[config.mk]
export PLATFORM = sky130hd
export DESIGN_NAME = seq_multiplier_n
export DESIGN_NICKNAME = d
export VERILOG_FILES = /design/src/rtl/seq_multiplier_n.sv
export SDC_FILE = /design/constraint.sdc
export NUM_CORES = 1
export LEC_CHECK = 0
export BUFFER_PORTS_ARGS = -buffer_cell sky130_fd_sc_hd__clkbuf_2
export CORE_MARGIN = 10
export CORE_UTILIZATION = 45
export DETAILED_ROUTE_END_ITERATION = 12
export PLACE_DENSITY_LB_ADDON = 0.2
export SYNTH_ARGS = -nofsm -noshare
export SYNTH_HDL_FRONTEND = slang
export SYNTH_SLANG_ARGS = --single-unit
export TNS_END_PERCENT = 30
[constraint.sdc]
create_clock -name clk -period 2.97 [get_ports clk]
set_clock_uncertainty 0.2 [all_clocks]
set_input_delay 0.594 -clock clk [delete_from_list [all_inputs] [get_ports clk]]
set_output_delay 0.594 -clock clk [all_outputs]
set_load 0.02 [all_outputs]
[src/rtl/seq_multiplier_n.sv]
// seq_multiplier_n: parametrised sequential shift-add multiplier.
// One iteration per clock while busy; product of two WIDTH-bit operands,
// unsigned or two's-complement selected per operation.
//
// Ports:
//   clk          rising-edge clock
//   rst          asynchronous active-high reset
//   start        request; accepted only in IDLE or DONE
//   signed_mode  1 = two's-complement operands, 0 = unsigned (sampled with start)
//   multiplicand operand B (sampled with start)
//   multiplier   operand Q (sampled with start)
//   busy         high while iterating
//   done         one-cycle pulse, result valid in the same cycle
//   result       last completed 2*WIDTH-bit product, held until next completion
module seq_multiplier_n #(
  parameter int WIDTH = 8
) (
  input  logic               clk,
  input  logic               rst,
  input  logic               start,
  input  logic               signed_mode,
  input  logic [WIDTH-1:0]   multiplicand,
  input  logic [WIDTH-1:0]   multiplier,
  output logic               busy,
  output logic               done,
  output logic [2*WIDTH-1:0] result
);

  localparam int CNT_W = $clog2(WIDTH);
  localparam logic [CNT_W-1:0] LAST = CNT_W'(WIDTH - 1);

  typedef enum logic [1:0] {S_IDLE, S_CALC, S_DONE} state_t;

  state_t               r_state;
  state_t               w_state_next;
  logic [WIDTH:0]       r_a;
  logic [WIDTH-1:0]     r_b;
  logic [WIDTH-1:0]     r_q;
  logic [CNT_W-1:0]     r_cnt;
  logic                 r_smode;
  logic [2*WIDTH-1:0]   r_result;

  logic                 w_busy;
  logic                 w_done;
  logic                 w_load;
  logic                 w_last;
  logic                 w_sub;
  logic                 w_fill;
  logic [WIDTH:0]       w_ext_b;
  logic [WIDTH:0]       w_sum;
  logic [WIDTH:0]       w_a_next;
  logic [WIDTH-1:0]     w_q_next;

  // Iteration datapath. A carries one extra bit so unsigned sums keep their
  // carry and signed sums keep their true sign before the arithmetic shift.
  assign w_last   = (r_cnt == LAST);
  assign w_ext_b  = r_smode ? {r_b[WIDTH-1], r_b} : {1'b0, r_b};
  // The multiplier MSB has negative weight in two's complement, so the final
  // partial product is subtracted instead of added.
  assign w_sub    = r_smode & r_q[0] & w_last;
  assign w_sum    = !r_q[0] ? r_a : (w_sub ? (r_a - w_ext_b) : (r_a + w_ext_b));
  assign w_fill   = r_smode & w_sum[WIDTH];
  assign w_a_next = {w_fill, w_sum[WIDTH:1]};
  assign w_q_next = {w_sum[0], r_q[WIDTH-1:1]};

  always_ff @(posedge clk or posedge rst) begin
    if (rst) begin
      r_state <= S_IDLE;
    end else begin
      r_state <= w_state_next;
    end
  end

  always_comb begin
    w_state_next = r_state;
    w_busy       = 1'b0;
    w_done       = 1'b0;
    w_load       = 1'b0;
    case (r_state)
      S_IDLE: begin
        if (start) begin
          w_load       = 1'b1;
          w_state_next = S_CALC;
        end
      end
      S_CALC: begin
        w_busy = 1'b1;
        if (w_last) begin
          w_state_next = S_DONE;
        end
      end
      S_DONE: begin
        w_done = 1'b1;
        if (start) begin
          w_load       = 1'b1;
          w_state_next = S_CALC;
        end else begin
          w_state_next = S_IDLE;
        end
      end
      default: w_state_next = S_IDLE;
    endcase
  end

  always_ff @(posedge clk or posedge rst) begin
    if (rst) begin
      r_a      <= '0;
      r_b      <= '0;
      r_q      <= '0;
      r_cnt    <= '0;
      r_smode  <= 1'b0;
      r_result <= '0;
    end else if (w_load) begin
      r_a     <= '0;
      r_b     <= multiplicand;
      r_q     <= multiplier;
      r_smode <= signed_mode;
      r_cnt   <= '0;
    end else if (r_state == S_CALC) begin
      r_a   <= w_a_next;
      r_q   <= w_q_next;
      r_cnt <= r_cnt + CNT_W'(1);
      if (w_last) begin
        r_result <= {w_a_next[WIDTH-1:0], w_q_next};
      end
    end
  end

  assign busy   = w_busy;
  assign done   = w_done;
  assign result = r_result;

endmodule
After elaboration in Yosys (flattened, before gate mapping)
Cells that the tools add are included.

storage, ports and cells
  register bits = 47
  latch bits = 0
  RAM bits = 0
  ROM bits = 0
  bits of input ports = 20
  logic and storage cells = 41
  memories kept = 0

cells by class
  add/sub/neg operators = 3
  multipliers = 0
  divide/modulo/power cells = 0
  magnitude comparators = 0
  eq/ne operators = 5
  shifts and indexed selects = 0
  mux-type cells = 17
  bitwise logic cells = 4
  reductions and logical operators = 5

operators by type and width
  kind                                                              number
  9-bit 2-to-1 mux                                                  5
  8-bit 2-to-1 mux                                                  2
  9-bit adder                                                       1
  9-bit subtractor                                                  1
  3-bit 2-to-1 mux                                                  2
  2-bit one-hot mux with 3 select lines                             1
  1-bit 2-to-1 mux                                                  5
  2-bit 2-to-1 mux                                                  2
  2-bit inequality test (second input constant)                     2
  3-bit by 1-bit adder with 3-bit output (second input constant)    1
  1-bit bitwise AND                                                 3
  3-bit == test (second input constant)                             1
  3-bit AND reduction                                               1
  2-bit by 1-bit == test with 1-bit output (second input constant)  1
  2-bit == test (second input constant)                             1
  2-bit zero test                                                   1
  2-bit AND reduction                                               1
  2-bit nonzero test                                                1
  2-bit OR reduction                                                1
  1-bit inverter                                                    1

Logic depth before layout (Yosys ltp)
  depth in word-level cells = 7
  mapped depth = 14
  gate-level depth less buffers = 14

Worst setup path after synthesis
OpenSTA, ideal clock, no wires.

  kind = reg2reg
  from = reg r_b[0]
  to = reg r_a[8]
  setup time = 0.121 ns
  arrival = 2.810 ns
  data required time = 2.649 ns
  slack = -0.161 ns
  cell stages (with the launch flop) = 12
  cell sequence = dfrtp_1 inv_1 ha_1 or3b_2 o31ai_1 xor2_1 ha_1 and3_1 a221oi_1 mux2i_1 o22ai_1 a22o_1

on the way
  longest elaborated chain between the ends = 7

ends and longest elaborated chain
  element                                                 line  source
  start, declared                                         37    logic [WIDTH-1:0] r_b;
  start signal, assigned                                  115   r_b <= multiplicand;
  9-bit 2-to-1 mux (*)                                    57    assign w_ext_b = r_smode ? {r_b[WIDTH-1], r_b} : {1'b0, r_b};
  9-bit adder / 9-bit subtractor (equally long branches)  61    assign w_sum = !r_q[0] ? r_a : (w_sub ? (r_a - w_ext_b) : (r_a + w_ext_b));
  9-bit 2-to-1 mux (*) (2 in a row)                       61
  1-bit bitwise AND (*)                                   62    assign w_fill = r_smode & w_sum[WIDTH];
  9-bit 2-to-1 mux (*)                                    119   end else if (r_state == S_CALC) begin
  9-bit 2-to-1 mux (*)                                    113   end else if (w_load) begin
  end signal, assigned                                    120   r_a <= w_a_next;
  end, declared                                           36    logic [WIDTH:0] r_a;

Every way passes the cells marked *; elsewhere a longest branch is shown, timed or not. The select of a mux whose other input is x is not followed.
A chain may end at the register's enable or synchronous reset.

Worst setup path in the final report
  from = reg r_b[1]
  to = reg r_a[8]

Same word-level chain as after synthesis.

==> out/metrics.yaml <==
outcome: "complete, but fails checks"
areaGrowthSynthToFinish_pct: 29.9
cts.clk_slew.worst_paths_ns: 0.10
clk_latency_ns: 0.31
cts_inserted_buffers: 5
yosysTopAreaCell: "dfrtp_1"
grt_pass1_wl_microns: 9890
synth.distinct_cells: 37
drt_iter0_drc: 92
fin_util_pct: 60.9
synth.avg_cell_area_sq_um: 9.45
synth_warnings: 0
ctsLongestPathBuffers: 2
cts_tree: "built"
cp-startpoint: "r_b[1]$_DFFE_PP0P_"
ir_drop_uv: 558
p_leak_nw: 1.56
place_area_sq_um: 2900
initial_utilization_pct: 46.9
r2r_start: "r_b[1]$_DFFE_PP0P_"
drive_gt1_share_pct: 34.0
syn_nets: 287
drc_errors: 0
drtAntennaViolNets: 0
pwr_density_cell_nw_per_um2: 1350
worstPathRequired_ns: 2.97
ys_ff_latch: 47
num_vias: 2060
core.rowCount: 26
holdBufCountCts: 0
worst_setup_path_start_kind: "register"
num_io_pins: 38
gp_congestion: 0.872
fin_crit_ns: 3.12
violations: "negative setup slack"
path_class: "reg2reg"
period_share_pct: 105
synth_top_area_share_pct: 48.8
portBuffers: 37
final_nets: 360
wire_per_inst_microns: 14.5
drv_cap: 0
track_usage_pct: 14.1
via_per_inst: 5.16
p_total_w: 0.00423
slowest_delay_ns: 0.55
coreArea_sq_um: 5140
yosysSeqAreaShare_pct: 48.8
drtPass1Iterations: 4
maxSlewHeadroom_pct: 60.7
fmax_ghz: 0.320
synth_area_leaders: "dfrtp_1 49%, nand2_1 9.7%, o21ai_0 6.4%"
dp.cells: 382
fin_ws_ns: -0.152
dp_hpwl_microns: 4320
finalHoldViolCount: 0
synthCells: 255
grt_max_degree: 21
design_area_sq_um: 3130
worstMarginPinSlew_ns: 0.588
overflow: 0
die_w_microns: 93.2
clock_sinks: 47
cp.arrival_ns: 3.13
design.die.area_sq_um: 8680
hold_class: "in2async"
wirelength_microns: 5790
antenna_cells: 0
dieHeight_microns: 93.2
rsz0062_at_grt: "true"
crit_slowest_cell: "or4_4"
path_cells: "or4_4 -> o21ai_2 -> buf_4 -> xor2_1 -> ha_1 -> and3_4 -> a221oi_4 -> mux2i_2 -> o22ai_1 -> a22o_1"
cp_max_fo: 4
end_kind: "register"
antenna_found_initial: 0
cts_htree_levels: 2
syn_area_sq_um: 2410
final_cells: 399
maxSlewViolCount: 0
root_buffer: "clkbuf_8"
finalSetupViolCount: 9
grt_pass1_vias: 2097
[cell usage after synthesis]
cell / instances
a211oi_1: 1
a21oi_1: 6
a221oi_1: 1
a22o_1: 3
a22oi_1: 7
a31oi_1: 3
and2_4: 1
and2b_1: 2
and3_1: 1
and3b_1: 1
buf_6: 1
clkbuf_1: 10
dfrtp_1: 47
fa_1: 1
ha_1: 11
inv_1: 10
mux2_2: 7
mux2i_1: 4
nand2_1: 62
nand2b_1: 2
nand3_1: 4
nor2_1: 6
nor2b_1: 5
nor3_1: 1
o21a_1: 2
o21ai_0: 31
o21ai_1: 2
o21bai_1: 1
o22ai_1: 2
o31a_1: 1
o31ai_1: 3
or3_1: 3
or3b_2: 1
or4_1: 2
or4b_1: 1
xnor2_1: 4
xor2_1: 5
[timing repair]
action,in CTS,in global routing
setup endpoints to repair,7,9
setup buffers,9,0
resized for setup,12,3
pin swaps,13,1
[final cells by class]
type / instances / area, sq um
multi-input cells: 187 / 1240
fillers: 468 / 2010
repair buffers: 77 / 485
clock inverters: 3 / 27.5
flip-flops and latches: 47 / 1180
well taps: 70 / 87.6
clock buffers: 5 / 68.8
inverters: 10 / 37.5
[logic make-up after synthesis]
logic type                 after synthesis  share of synthesized area, %
and+or+nand+nor                         92                          17.2
muxes                                   11                          4.94
buffers and inverters                   21                          3.58
adders and majority gates               12                          6.55
xor gates and xnor gates                 9                          3.27
DFF                                     47                          48.8
AOI/OAI and AO/OA                       63                          15.6
[per-stage QoR]
| step | setup TNS, ns | hold slack, ns | setup WS [ns] |
|---|---|---|---|
| final | -0.867 | 0.0492 | -0.152 |
| after global routing | -1.96 | 0.0766 | -0.270 |
| after CTS | -0.635 | 0.0510 | -0.121 |
| after detailed placement | -0.752 | 0.269 | -0.195 |
| after global placement | -0.424 | 0.261 | -0.119 |
| after floorplan | -0.0153 | 0.264 | -0.0153 |
[power breakdown]
| part | total (W) | internal [W] | switching [W] |
|---|---|---|---|
| Sequential | 0.00120 | 0.000946 | 0.000250 |
| Clock | 0.000416 | 0.000175 | 0.000241 |
| Combinational | 0.00262 | 0.00129 | 0.00133 |
[critical path, delay by kind of cell (launching register included)]
kind            cells  cell delay (ns)
flops               1             0.42
buf+inv             1             0.13
mux                 1             0.31
compound gates      4             0.74
fa+ha+maj           1             0.30
simple gates        2             0.75
xor+xnor            1             0.16
[per-layer routing]
metal  vias to the layer above  wire [microns]  track usage, %  share of wire, %
met5                         -               0               0                 0
met1                       989            2490            15.6                43
met2                        39            2950            25.2                51
li1                       1025               -               -                 -
met3                         7             280            4.40               4.8
met4                         0              68            4.24               1.2
[final timing paths]
path                            depth (start not counted)  slack, ns                     to
worst min-delay path                                    2       0.05  result[8]$_DFFE_PP0P_
min in group clk                                        3       0.27     r_b[5]$_DFFE_PP0P_
worst max register to register                         10      -0.15     r_a[8]$_DFFE_PP0P_
max in group asynchronous                               3       1.96     r_b[1]$_DFFE_PP0P_
worst min register to register                          2       0.29  result[8]$_DFFE_PP0P_
worst max-delay path                                   10      -0.15     r_a[8]$_DFFE_PP0P_
[sequential cells by signal, indices dropped and copies added, names as in the netlist]
signal	count
r_b	8
r_q	8
r_smode	1
r_state	2
r_cnt	3
result	16
r_a	9
[layout by cell type (no fill, tap or decap), types with 2 or more instances in the layout]
cell type / n
a21oi_1: 3
a21oi_2: 3
a22o_1: 3
a22oi_1: 7
a31oi_2: 2
and2b_1: 2
buf_4: 40
clkbuf_2: 37
clkbuf_8: 5
dfrtp_1: 47
ha_1: 8
ha_2: 2
inv_1: 7
inv_2: 3
mux2_2: 7
mux2i_1: 3
nand2_1: 61
nand2b_1: 2
nand3_1: 4
nor2_1: 6
nor2b_1: 5
o21a_1: 2
o21ai_0: 27
o21ai_1: 5
o22ai_1: 2
o31ai_1: 2
or3_1: 3
xnor2_1: 4
xor2_1: 5
No activity file was read; power rests on OpenSTA's default activity.
